<file path="src/rtl/jtsdram_pkg.sv">
// Shared definitions for the SDRAM checker statistics: tracker state encoding
// and default sizing constants.
package jtsdram_pkg;

    localparam int NBANK    = 4;
    localparam int DEF_LATW = 8;
    localparam int DEF_CNTW = 16;
    localparam int DEF_TOUT = 200;

    typedef enum logic [1:0] {
        ST_IDLE     = 2'd0,
        ST_WAIT_ACK = 2'd1,
        ST_WAIT_RDY = 2'd2
    } bank_state_t;

endpackage

</file>
<file path="src/rtl/jtsdram_stats_bank.sv">
// One bank read tracker: measures rd->rdy latency, keeps the worst case,
// counts completed reads and flags requests that never see rdy.
module jtsdram_stats_bank
    import jtsdram_pkg::*;
#(
    parameter int LATW = DEF_LATW,
    parameter int CNTW = DEF_CNTW,
    parameter int TOUT = DEF_TOUT
) (
    input  logic            clk,
    input  logic            rst,
    input  logic            clr,
    input  logic            rd,
    input  logic            ack,
    input  logic            rdy,
    output logic [LATW-1:0] max_lat,
    output logic [CNTW-1:0] rd_cnt,
    output logic            tout
);

    bank_state_t     state, state_nx;
    logic [LATW-1:0] lat, lat_inc;
    logic            start, busy, done, expire;

    // lat holds k-1 at the edge where rdy is seen, so lat_inc is the measured k
    assign lat_inc = (&lat) ? lat : lat + 1'b1;

    always_ff @(posedge clk) begin
        if (rst || clr)
            state <= ST_IDLE;
        else
            state <= state_nx;
    end

    always_comb begin
        state_nx = state;
        case (state)
            ST_IDLE:     if (start) state_nx = ST_WAIT_ACK;
            ST_WAIT_ACK: begin
                if (done || expire) state_nx = ST_IDLE;
                else if (ack)       state_nx = ST_WAIT_RDY;
            end
            ST_WAIT_RDY: if (done || expire) state_nx = ST_IDLE;
            default:     state_nx = ST_IDLE;
        endcase
    end

    // rdy wins over the timeout when both land on the same edge
    always_comb begin
        busy   = (state == ST_WAIT_ACK) || (state == ST_WAIT_RDY);
        start  = (state == ST_IDLE) && rd;
        done   = busy && rdy;
        expire = busy && !rdy && (lat_inc >= LATW'(TOUT));
    end

    always_ff @(posedge clk) begin
        if (rst || clr) begin
            lat     <= '0;
            max_lat <= '0;
            rd_cnt  <= '0;
            tout    <= 1'b0;
        end else begin
            if (start)
                lat <= '0;
            else if (busy)
                lat <= lat_inc;
            if (done) begin
                if (lat_inc > max_lat) max_lat <= lat_inc;
                rd_cnt <= rd_cnt + 1'b1;
            end
            if (expire)
                tout <= 1'b1;
        end
    end

endmodule

</file>
<file path="src/rtl/jtsdram_stats.sv">
// SDRAM checker statistics: per-bank trackers, pass/bad bookkeeping and a
// snapshot frozen at the start of vertical blank for the on-screen display.
module jtsdram_stats
    import jtsdram_pkg::*;
#(
    parameter int LATW = DEF_LATW,
    parameter int CNTW = DEF_CNTW,
    parameter int TOUT = DEF_TOUT
) (
    input  logic             clk,
    input  logic             rst,
    input  logic             LVBL,
    input  logic             clr,
    input  logic             dwnld_busy,
    input  logic             bad,
    input  logic [NBANK-1:0] ba_rd,
    input  logic [NBANK-1:0] ba_ack,
    input  logic [NBANK-1:0] ba_rdy,
    input  logic [1:0]       sel,
    output logic [CNTW-1:0]  st_pass,
    output logic             st_bad,
    output logic [CNTW-1:0]  st_bad_pass,
    output logic [NBANK-1:0] st_tout,
    output logic [LATW-1:0]  st_max_lat,
    output logic [CNTW-1:0]  st_rd_cnt
);

    logic [NBANK-1:0][LATW-1:0] max_lat, snap_max_lat;
    logic [NBANK-1:0][CNTW-1:0] rd_cnt, snap_rd_cnt;
    logic [NBANK-1:0]           tout;

    logic            lvbl_r, lvbl_rr, busy_r, busy_rr;
    logic            snap_en, busy_fall;
    logic [CNTW-1:0] pass_cnt, bad_pass;
    logic            bad_lat;

    for (genvar n = 0; n < NBANK; n++) begin : g_bank
        jtsdram_stats_bank #(
            .LATW (LATW),
            .CNTW (CNTW),
            .TOUT (TOUT)
        ) u_bank (
            .clk     (clk),
            .rst     (rst),
            .clr     (clr),
            .rd      (ba_rd[n]),
            .ack     (ba_ack[n]),
            .rdy     (ba_rdy[n]),
            .max_lat (max_lat[n]),
            .rd_cnt  (rd_cnt[n]),
            .tout    (tout[n])
        );
    end

    // Two-stage edge detectors: a fall sampled at edge e acts at edge e+1
    always_ff @(posedge clk) begin
        if (rst) begin
            lvbl_r  <= 1'b0;
            lvbl_rr <= 1'b0;
            busy_r  <= 1'b0;
            busy_rr <= 1'b0;
        end else begin
            lvbl_r  <= LVBL;
            lvbl_rr <= lvbl_r;
            busy_r  <= dwnld_busy;
            busy_rr <= busy_r;
        end
    end

    assign snap_en   = lvbl_rr && !lvbl_r;
    assign busy_fall = busy_rr && !busy_r;

    always_ff @(posedge clk) begin
        if (rst || clr) begin
            pass_cnt <= '0;
            bad_lat  <= 1'b0;
            bad_pass <= '0;
        end else begin
            if (busy_fall)
                pass_cnt <= pass_cnt + 1'b1;
            if (bad && !bad_lat) begin
                bad_lat  <= 1'b1;
                bad_pass <= pass_cnt;
            end
        end
    end

    // Snapshot ignores clr so a coinciding clear still freezes pre-clear values
    always_ff @(posedge clk) begin
        if (rst) begin
            st_pass      <= '0;
            st_bad       <= 1'b0;
            st_bad_pass  <= '0;
            st_tout      <= '0;
            snap_max_lat <= '0;
            snap_rd_cnt  <= '0;
        end else if (snap_en) begin
            st_pass      <= pass_cnt;
            st_bad       <= bad_lat;
            st_bad_pass  <= bad_pass;
            st_tout      <= tout;
            snap_max_lat <= max_lat;
            snap_rd_cnt  <= rd_cnt;
        end
    end

    always_ff @(posedge clk) begin
        if (rst) begin
            st_max_lat <= '0;
            st_rd_cnt  <= '0;
        end else begin
            st_max_lat <= snap_max_lat[sel];
            st_rd_cnt  <= snap_rd_cnt[sel];
        end
    end

endmodule
</file>
<file path="config.mk">
export PLATFORM = sky130hd
export DESIGN_NAME = jtsdram_stats
export DESIGN_NICKNAME = d
export VERILOG_FILES = /design/src/rtl/jtsdram_pkg.sv /design/src/rtl/jtsdram_stats_bank.sv /design/src/rtl/jtsdram_stats.sv
export SDC_FILE = /design/constraint.sdc
export NUM_CORES = 1
export LEC_CHECK = 0
export CORE_MARGIN = 3
export CORE_UTILIZATION = 25
export DETAILED_ROUTE_END_ITERATION = 6
export DONT_BUFFER_PORTS = 1
export PLACE_DENSITY_LB_ADDON = 0.15
export SYNTH_ARGS = -nofsm -noshare
export SYNTH_HDL_FRONTEND = slang
export SYNTH_SLANG_ARGS = --single-unit
</file>
<file path="constraint.sdc">
create_clock -name clk -period 3.84 [get_ports clk]
set_clock_uncertainty 0.2 [all_clocks]
set_input_delay 0.576 -clock clk [delete_from_list [all_inputs] [get_ports clk]]
set_output_delay 0.576 -clock clk [all_outputs]
set_load 0.02 [all_outputs]
</file>
## Word-level counts from Yosys, hierarchy flattened

Cells that the tools add are included.

| word-level totals | value |
|---|---|
| register bits after elaboration | 334 |
| bits of input ports | 20 |
| output and inout bits | 61 |
| word-level logic and storage cells | 162 |

| cells by class | value |
|---|---|
| add/sub/neg operators | 9 |
| $lt $le $gt $ge | 9 |
| eq/ne operators | 20 |
| mux-type cells | 28 |
| reduce and logical (&&, ||, !) cells | 55 |

Operator list:

| cell | number |
|---|---|
| adder 16 x 1 -> 16 bit (second input constant) | 5 |
| 2-to-1 mux 8 bit | 5 |
| adder 8 x 1 -> 8 bit (second input constant) | 4 |
| binary-select mux 16 bit (select 2 bit) | 1 |
| greater-or-equal comparator 8 bit (second input constant) | 4 |
| greater-than comparator 8 bit | 4 |
| 2-to-1 mux 2 bit | 16 |
| AND reduction 8 bit | 4 |
| one-hot mux 2 bit (3 select lines) | 4 |
| logical AND 1 bit | 19 |
| binary-select mux 8 bit (select 2 bit) | 1 |
| 2-to-1 mux 16 bit | 1 |
| inequality test 2 x 1 -> 1 bit (second input constant) | 8 |
| inequality test 3 x 2 -> 1 bit (second input constant) | 4 |
| AND reduction 3 bit | 4 |
| logical OR 1 bit | 9 |
| equality test 2 x 1 -> 1 bit (second input constant) | 4 |
| equality test 2 bit (second input constant) | 4 |
| zero test 2 bit | 4 |
| AND reduction 2 bit | 4 |
| OR reduction 2 bit | 4 |
| zero test 1 bit | 7 |
| < comparator 2 x 3 -> 1 bit (second input constant) | 1 |

## Longest topological paths before layout

Gate-level depths: netlist (run 1).

| logic depth | value |
|---|---|
| depth in word-level cells | 7 |
| depth in mapped cells | 14 |
| depth with buffers taken out | 12 |

## Hierarchy

Synthesis (run 1) repeated with hierarchy kept, for this count alone.

| second synthesis, totals | value |
|---|---|
| cells, all modules | 1761 |
| area total of the unflattened synthesis | 15132.0 um^2 |

Modules (own cells, without submodules):

| module | times used | cells an instance | area each (um^2) | sequential area each (um^2) |
|---|---|---|---|---|
| jtsdram_stats | 1 | 823 | 7150.6 | 3883.7 |
| jtsdram_stats_bank at g_bank[0].u_bank ... | 3 | 234 | 1994.4 | 700.7 |
| jtsdram_stats_bank at g_bank[3].u_bank | 1 | 236 | 1998.2 | 700.7 |

## Worst setup path after synthesis (run 1)

Ideal clock, no wire load.

| timing | value |
|---|---|
| path type | register -> register |
| start point | register g_bank[0].u_bank.lat[0] |
| end point | register g_bank[0].u_bank.max_lat[1] |
| setup time | 0.086 ns |
| arrival time | 2.887 ns |
| required time | 3.554 ns |
| setup slack | 0.667 ns |
| cell stages (with the launch flop) | 14 |
| path buffers | 1 |
| clock period less this slack | 3.173 ns |
| cells stage by stage | dfxtp_1 > ha_1 > nand3_2 > or3_1 > buf_2 > mux2i_1 > inv_1 > ha_1 > nor2b_1 > o21a_1 > o21a_1 > o21ai_1 > a21oi_1 > a211oi_1 |

| between the ends | value |
|---|---|
| word-level cells in the longest chain between the ends | 4 |
| elaborated cells between the ends (all ways) | 5 |
| those cells by class | 1 x add/sub; 1 x order compare; 1 x mux; 2 x reduce/logical |

RTL lines:

| item | RTL line | text |
|---|---|---|
| start: declaration | jtsdram_stats_bank.sv:22 | `logic [LATW-1:0] lat, lat_inc;` |
| start signal: assignment | jtsdram_stats_bank.sv:66 | `lat <= lat_inc;` |
| adder 8 x 1 -> 8 bit / AND reduction 8 bit (equally long branches) | jtsdram_stats_bank.sv:26 | `assign lat_inc = (&lat) ? lat : lat + 1'b1;` |
| 2-to-1 mux 8 bit (*) | jtsdram_stats_bank.sv:26 |  |
| named net g_bank[0].u_bank.lat_inc[1] | jtsdram_stats_bank.sv:22 |  |
| greater-than comparator 8 bit | jtsdram_stats_bank.sv:68 | `if (lat_inc > max_lat) max_lat <= lat_inc;` |
| AND reduction 2 bit (no line) | n/a |  |
| end signal: assignment | jtsdram_stats_bank.sv:68 |  |
| end: declaration | jtsdram_stats_bank.sv:16 | `output logic [LATW-1:0] max_lat,` |

Mark *: on every way through the listed nets, which the timed path passes. The rest lies on a longest branch.
A chain may end at the register's enable or synchronous reset.

## Worst setup path in the final report (run 1)

| timing | value |
|---|---|
| start point | register g_bank[1].u_bank.lat[0] |
| end point | register g_bank[1].u_bank.max_lat[1] |

| between the ends | value |
|---|---|
| word-level cells in the longest chain between the ends | 4 |
| elaborated cells between the ends (all ways) | 5 |
| those cells by class | 1 x add/sub; 1 x order compare; 1 x mux; 2 x reduce/logical |

RTL lines:

| item | RTL line |
|---|---|
| start: declaration | jtsdram_stats_bank.sv:22 |
| start signal: assignment | jtsdram_stats_bank.sv:66 |
| adder 8 x 1 -> 8 bit / AND reduction 8 bit (equally long branches) | jtsdram_stats_bank.sv:26 |
| 2-to-1 mux 8 bit (*) | jtsdram_stats_bank.sv:26 |
| named net g_bank[1].u_bank.lat_inc[1] | jtsdram_stats_bank.sv:22 |
| greater-than comparator 8 bit | jtsdram_stats_bank.sv:68 |
| AND reduction 2 bit (no line) | n/a |
| end signal: assignment | jtsdram_stats_bank.sv:68 |
| end: declaration | jtsdram_stats_bank.sv:16 |

Marked as above.

==> out/metrics.yaml, run 1 <==
outcome:
  status: "finished, final reports clean"
global_route:
  grt_pass1_wl_um: 62100
  grt_max_degree: 162
  grt_pass1_vias: 10900
  antenna_found_initial: 2
  grt_overflow: 0
  grt_usage: 0.123
detailed_routing:
  drtAntennaViolNets: 0
  wire_per_inst_um: 15.5
  dr.pass1.iters: 5
  drcViolationCount: 0
  vias: 11600
  wl_um: 39000
  routed_via_density: 4.61
  detail_route.iter0.violations: 776
cts:
  numClockSinks: 334
  htree_num_levels: 2
  post_cts_buffers: 0
  clkTransAtPathRegs_ns: 0.06
  clock_latency_ns: 0.55
  cts-buffers-inserted: 40
  root_buffer: "clkbuf_16"
  clockBufferDepth: 3
  tritoncts: "yes"
floorplanning:
  io_pins: 81
  rows: 88
  core_um2: 58200
  initial_core_util: 0.255
  die-area_um2: 62500
  dieWidth_um: 250
  die_h_um: 250
power:
  p_per_area_nw_per_um2: 446
  ir_drop_uv: 314
  p_leak_nw: 5.73
yosys:
  ys_types: 65
  synth-edff-count: 0
  postSynthCellCount: 1757
  synth_area_per_cell_um2: 8.47
  yosysTopAreaCell: "dfxtp_1"
  yosys_warnings: 0
  syn_area_um2: 14900
  syn_nets: 1830
  yosysMostFrequentCell: "nand2_1"
  synth.area.top_cells: "dfxtp_1 (45%), nand2_1 (9.2%), a21oi_1 (7.3%)"
  ys_seq_area_frac: 0.450
  async_flop_share: 0
  synth_top_area_share: 0.450
  synth.ff_latch_count: 334
  synth_commonest_cells: "nand2_1 (365), dfxtp_1 (334), a21oi_1 (216)"
  synth_top_flop_cell: "dfxtp_1"
worst_setup_path:
  r2r_start: "g_bank[1].u_bank.lat[0]$_SDFFE_PP0N_"
  reg2regPathDepth: 12
  rrSetupSlack_ns: 0.36
  crit_start: "g_bank[1].u_bank.lat[0]$_SDFFE_PP0N_"
  cp-endpoint: "g_bank[1].u_bank.max_lat[1]$_SDFFE_PP0P_"
  cp-end-kind: "flip-flop"
  arrival_ns: 3.73
  r2r-end: "g_bank[1].u_bank.max_lat[1]$_SDFFE_PP0P_"
  critPathKind: "reg2reg"
  startpoint_type: "flip-flop"
  crit_fanout: 8
  cp.required_ns: 4.09
finish:
  utilization: 0.291
  antenna_cells: 0
  seq_area_um2: 6690
  drive_above_1_share: 0.0807
  multi_input_area_um2: 7560
  syn2layout_area_growth_pct: 14.0
  nets: 1791
  fill_cells: 6198
sta:
  final-hold-violation-count: 0
  finalCritPeriodShare: 0.905
  worst_pin_slew_ns: 1.01
  fmax_ghz: 0.288
  slew_headroom: 0.330
  slew_violations: 0
  rsz0062_at_grt: "no"
  fin_tns_setup_ns: 0
  setup_viol: 0
  min_period_ns: 3.48
placement:
  portBuffers: 0
  gp_congestion: 0.768
  dpl.hpwl_um: 25500
worst_hold_path:
  hp-start: "ba_rd[3]"
  hp-class: "in2reg"
job:
  maxCapViolations: 0
-- what timing repair did --
| item | in CTS | in global routing |
|---|---|---|
| resized for setup | 0 | 1 |
| endpoints found under the setup margin | 0 | 4 |
| hold endpoints to repair | 166 | 0 |
| hold buffers | 8 | 0 |
-- metal layers --
| metal | vias up | global-route usage | wire [µm] |
|---|---|---|---|
| li1 | 5887 | - | - |
| met1 | 5436 | 0.174 | 19400 |
| met2 | 198 | 0.185 | 16800 |
| met3 | 56 | 0.0299 | 2020 |
| met4 | 0 | 0.0330 | 793 |
| met5 | - | 0 | 0 |
-- metrics by stage --
stage	hold slack, ns	instances	power [mW]	cell area (µm²)	setup WS, ns
5_1_grt	0.0345	2512	7.89	17000	0.000366
3_3_place_gp	0.238	2433	3.86	15600	0.298
3_5_place_dp	0.238	2433	3.86	15600	0.248
4_1_cts	0.00220	2512	7.73	17000	0.233
2_1_floorplan	0.230	1757	3.82	14900	0.667
6_report	0.0469	2512	7.56	17000	0.365
-- worst max-delay path, cell delays in order (launching register included) --
cell and delay (ns):
dfxtp_1 0.41, ha_1 0.26, nand2_1 0.10, or3_1 0.49
mux2i_1 0.23, inv_1 0.08, ha_1 0.29, nor2b_1 0.13
o21a_1 0.16, o21a_1 0.17, o21ai_1 0.46, a21oi_1 0.14
a211oi_1 0.25
-- cells by family after synthesis --
logic type | after synthesis | share of synthesized area
adder cells (fa/ha/maj) | 53 | 0.0446
AO/OA/AOI/OAI | 347 | 0.134
multiplexers | 53 | 0.0563
AND/OR/NAND/NOR | 730 | 0.224
buffers and inverters | 159 | 0.0437
XOR/XNOR | 81 | 0.0477
flip-flops | 334 | 0.450
-- where the power goes --
group | total (mW) | internal [mW] | switching (mW)
clock network | 3.74 | 2.23 | 1.51
logic | 0.323 | 0.105 | 0.218
registers | 3.50 | 3.48 | 0.0156
total | 7.56 | 5.82 | 1.75
-- cells in the final DEF (no fill, tap or decap), drive strengths merged, types with 5 or more instances in the layout --
master,n
a211oi,14
a21o,9
a21oi,220
a31oi,10
and2,13
and3,24
and4,11
buf,16
clkbuf,57
clkinv,11
dfxtp,334
dlygate4sd3,7
ha,53
inv,55
mux2,5
mux2i,24
mux4,24
nand2,365
nand2b,10
nand3,55
nand4,39
nor2,139
nor2b,38
nor3,9
o21a,17
o21ai,52
o31ai,8
or2,5
or3,12
xnor2,34
xor2,47
-- how the worst min path moves through the flow --
| stage | slack, ns | end | cells after the start |
|---|---|---|---|
| 2_1_floorplan | 0.23 | busy_rr$_SDFF_PP0_ | 1 |
| 3_3_place_gp | 0.24 | st_bad_pass[12]$_SDFFE_PP0P_ | 2 |
| 3_5_place_dp | 0.24 | st_bad_pass[1]$_SDFFE_PP0P_ | 2 |
| 4_1_cts | 0.002 | g_bank[3].u_bank.state[0]$_SDFFE_PP0P_ | 2 |
| 5_1_grt | 0.03 | g_bank[3].u_bank.state[0]$_SDFFE_PP0P_ | 2 |
| 6_report | 0.05 | g_bank[3].u_bank.state[0]$_SDFFE_PP0P_ | 2 |
-- state kept, by name (all words and copies together), names as in the netlist, 32 cells and up --
register and count:
g_bank.u_bank.rd_cnt 64, snap_rd_cnt 64, g_bank.u_bank.lat 32, g_bank.u_bank.max_lat 32, snap_max_lat 32
-- area by class of cell --
cell class / count / area share
repair buffers: 23 / 0.0146
clock inverters: 14 / 0.00612
multi-input cells: 1264 / 0.446
clock buffers: 57 / 0.0705
inverters: 55 / 0.0122
well taps: 765 / 0.0564
flip-flops and latches: 334 / 0.394
(Power assumes the default switching activity.)
==> run 2, diff against run 1 <==
GPL_TIMING_DRIVEN = 1   (was default)
clock period = 3.1 ns   (was 3.84 ns; I/O delays follow)
==> run 2 against run 1 <==
Register-to-register slack got worse by 0.24 ns. Hold slack worse by 0.012 ns. Core utilization increased by 1.3 points. Cell count up 2.9%. Count of clock-buffer cells in the layout up 1. Non-clock buffer count increased by 69. Via count is 1.9% higher. Setup slack got worse by 0.24 ns. First-iteration DRC count is 16% lower.
==> out/metrics.yaml, run 2 (synthesis gave the netlist of run 1 again) <==
outcome:
  status: "finished, final reports clean"  # unchanged
placement:
  portBuffers: 0  # unchanged
  dpl.hpwl_um: 26300  # was 25,500 µm
  gp_congestion: 0.787  # was 0.768
  dp_cells: 2472  # was 2,433
worst_setup_path:
  r2r_start: "g_bank[1].u_bank.lat[1]$_SDFFE_PP0N_"  # was g_bank[1].u_bank.lat[0]$_SDFFE_PP0N_
  slowest_stage: "or3_4"  # was or3_1
  cp-end-kind: "flip-flop"  # unchanged
  critical_path.max_stage_delay_ns: 0.42  # was 0.49 ns
  cpMostUsedCell: "o21a_1"
  critPathKind: "reg2reg"  # unchanged
  path_cells: "ha_2 -> nand2_1 -> or3_4 -> mux2i_2 -> inv_1 -> ha_1 -> nor2b_1 -> o21a_1 -> o21a_1 -> o21a_2 -> nor2_2 -> a211oi_1"  # was ha_1 -> nand2_1 -> or3_1 -> mux2i_1 -> inv_1 -> ha_1 -> nor2b_1 -> o21a_1 -> o21a_1 -> o21ai_1 -> a21oi_1 -> a211oi_1
  crit_fanout: 6  # was 8
  crit_start: "g_bank[1].u_bank.lat[1]$_SDFFE_PP0N_"  # was g_bank[1].u_bank.lat[0]$_SDFFE_PP0N_
  cp.required_ns: 3.31  # was 4.09 ns
  arrival_ns: 3.18  # was 3.73 ns
  startpoint_type: "flip-flop"  # unchanged
global_route:
  grt_overflow: 0  # unchanged
  grt_max_degree: 142  # was 162
  grt_pass1_vias: 11300  # was 10,900
  busiest_layer: "met2"  # unchanged
  grt_pass1_wl_um: 64700  # was 62,100 µm
  use_met1: 0.174  # about the same
  met3_usage: 0.0316  # was 0.0299
  grtUsageMet2: 0.198  # was 0.185
  antenna_found_initial: 1  # was 2
  grt_usage: 0.127  # was 0.123
sta:
  hold_ws_ns: 0.0348  # was 0.0469 ns
  min_period_ns: 2.97  # was 3.48 ns
  setup_viol: 0  # unchanged
  rsz0062_at_grt: "yes"  # was no
  slew_violations: 0  # unchanged
  final-hold-violation-count: 0  # unchanged
  slew_headroom: 0.568  # was 0.330
  fin_tns_setup_ns: 0  # unchanged
  fmax_ghz: 0.336  # was 0.288 GHz
  finalCritPeriodShare: 0.959  # was 0.905
  worst_pin_slew_ns: 0.648  # was 1.01 ns
floorplanning:
  rows: 88  # unchanged
  core_um2: 58200  # unchanged
  die-area_um2: 62500  # unchanged
  initial_core_util: 0.255  # unchanged
  io_pins: 81  # unchanged
  dieWidth_um: 250  # unchanged
  die_h_um: 250  # unchanged
finish:
  antenna_cells: 0  # unchanged
  syn2layout_area_growth_pct: 19.0  # was 14.0%
  layout_common_cells: "nand2_1 (365), dfxtp_1 (327), a21oi_1 (215), nor2_1 (134), inv_1 (55)"  # was nand2_1 (365), dfxtp_1 (334), a21oi_1 (216), nor2_1 (139), inv_1 (55)
  nets: 1861  # was 1,791
  stdcell_count: 2585  # was 2,512
  drive_above_1_share: 0.116  # was 0.0807
  fill_cells: 6095  # was 6,198
  top_regs: "g_bank.u_bank.rd_cnt (64), snap_rd_cnt (64)"  # unchanged
  seq_area_um2: 6700  # was 6690 µm²
  mostFrequentLayoutCell: "nand2_1"  # unchanged
  utilization: 0.304  # was 0.291
  multi_input_area_um2: 7640  # was 7560 µm²
power:
  p_per_area_nw_per_um2: 541  # was 446 nW/µm²
  ir_drop_uv: 448  # was 314 µV
  power_mw: 9.57  # was 7.56 mW
  p_leak_nw: 6.15  # was 5.73 nW
worst_hold_path:
  hp-start: "sel[1]"  # was ba_rd[3]
  hp-class: "in2reg"  # unchanged
detailed_routing:
  vias: 11800  # was 11,600
  wl_um: 40300  # was 39,000 µm
  dr.pass1.iters: 5  # unchanged
  drtAntennaViolNets: 0  # unchanged
  detail_route.iter0.violations: 650  # was 776
  wire_per_inst_um: 15.6  # was 15.5 µm
  drcViolationCount: 0  # unchanged
  routed_via_density: 4.56  # was 4.61
cts:
  numClockSinks: 334  # unchanged
  clockBufferDepth: 3  # unchanged
  root_buffer: "clkbuf_16"  # unchanged
  clkTransAtPathRegs_ns: 0.06  # about the same
  clock_latency_ns: 0.56  # was 0.55 ns
  cts-buffers-inserted: 41  # was 40
  tritoncts: "yes"  # unchanged
  htree_num_levels: 2  # unchanged
job:
  maxCapViolations: 0  # unchanged
run 2: cell types whose count changed in the layout (fill, tap and decap cells not counted), sizes merged:
cell | before | now
inv | 55 | 57
buf | 16 | 57
bufinv | 1 | 2
clkbuf | 57 | 58
dlygate4sd3 | 7 | 35
run 2: power breakdown:
group,internal (mW),switching (mW),total [mW]
sequential,4.31,0.0171,4.33
clock,2.90,1.92,4.81
combinational,0.149,0.278,0.427
total,7.36,2.21,9.57
run 2: through the flow:
step / cell area [µm²] / worst slack (ns)
after floorplan: 14900 / 0.00447
after global placement: 15900 / 0.0441
after detailed placement: 15900 / 0.0142
after CTS: 17600 / 0.0308
after global routing: 17700 / -0.0520
final: 17700 / 0.127
run 2: timing repair:
| action | 4_1_cts | 5_1_grt |
|---|---|---|
| pin swaps | 0 | 4 |
| setup endpoints to repair | 6 | 33 |
| hold endpoints to repair | 173 | 0 |
| hold buffers | 36 | 0 |
| resized for setup | 2 | 31 |
| buffers inserted | 0 | 2 |
run 2: critical path, delay by kind of cell (launching register included):
family                     cells  cell delay, ns
and+or+nand+nor                4            0.80
AOI/OAI and AO/OA              4            0.69
adders and majority gates      2            0.47
DFF                            1            0.37
muxes                          1            0.21
buffers and inverters          1            0.08
run 2: path summary, 6_finish.rpt:
kind	to	slack, ns	depth (start not counted)
setup / recovery	g_bank[1].u_bank.max_lat[3]$_SDFFE_PP0P_	0.13	12
hold / removal	st_rd_cnt[9]$_SDFF_PP0_	0.03	2
setup reg to reg	g_bank[1].u_bank.max_lat[3]$_SDFFE_PP0P_	0.13	12
hold reg to reg	st_bad_pass[13]$_SDFFE_PP0P_	0.25	2
run 2: final cells by class:
cell class,instances,share of cell area
Inverter,55,0.0117
Multi-Input combinational cell,1264,0.432
Tap cell,765,0.0541
Sequential cell,334,0.378
Clock buffer,58,0.0685
Clock inverter,17,0.00834
Timing Repair Buffer,92,0.0474
run 2: layer usage:
layer	part of all wire	up-vias
met3	0.051	48
met4	0.022	0
met2	0.44	146
met5	0	-
met1	0.49	5573
li1	-	6033
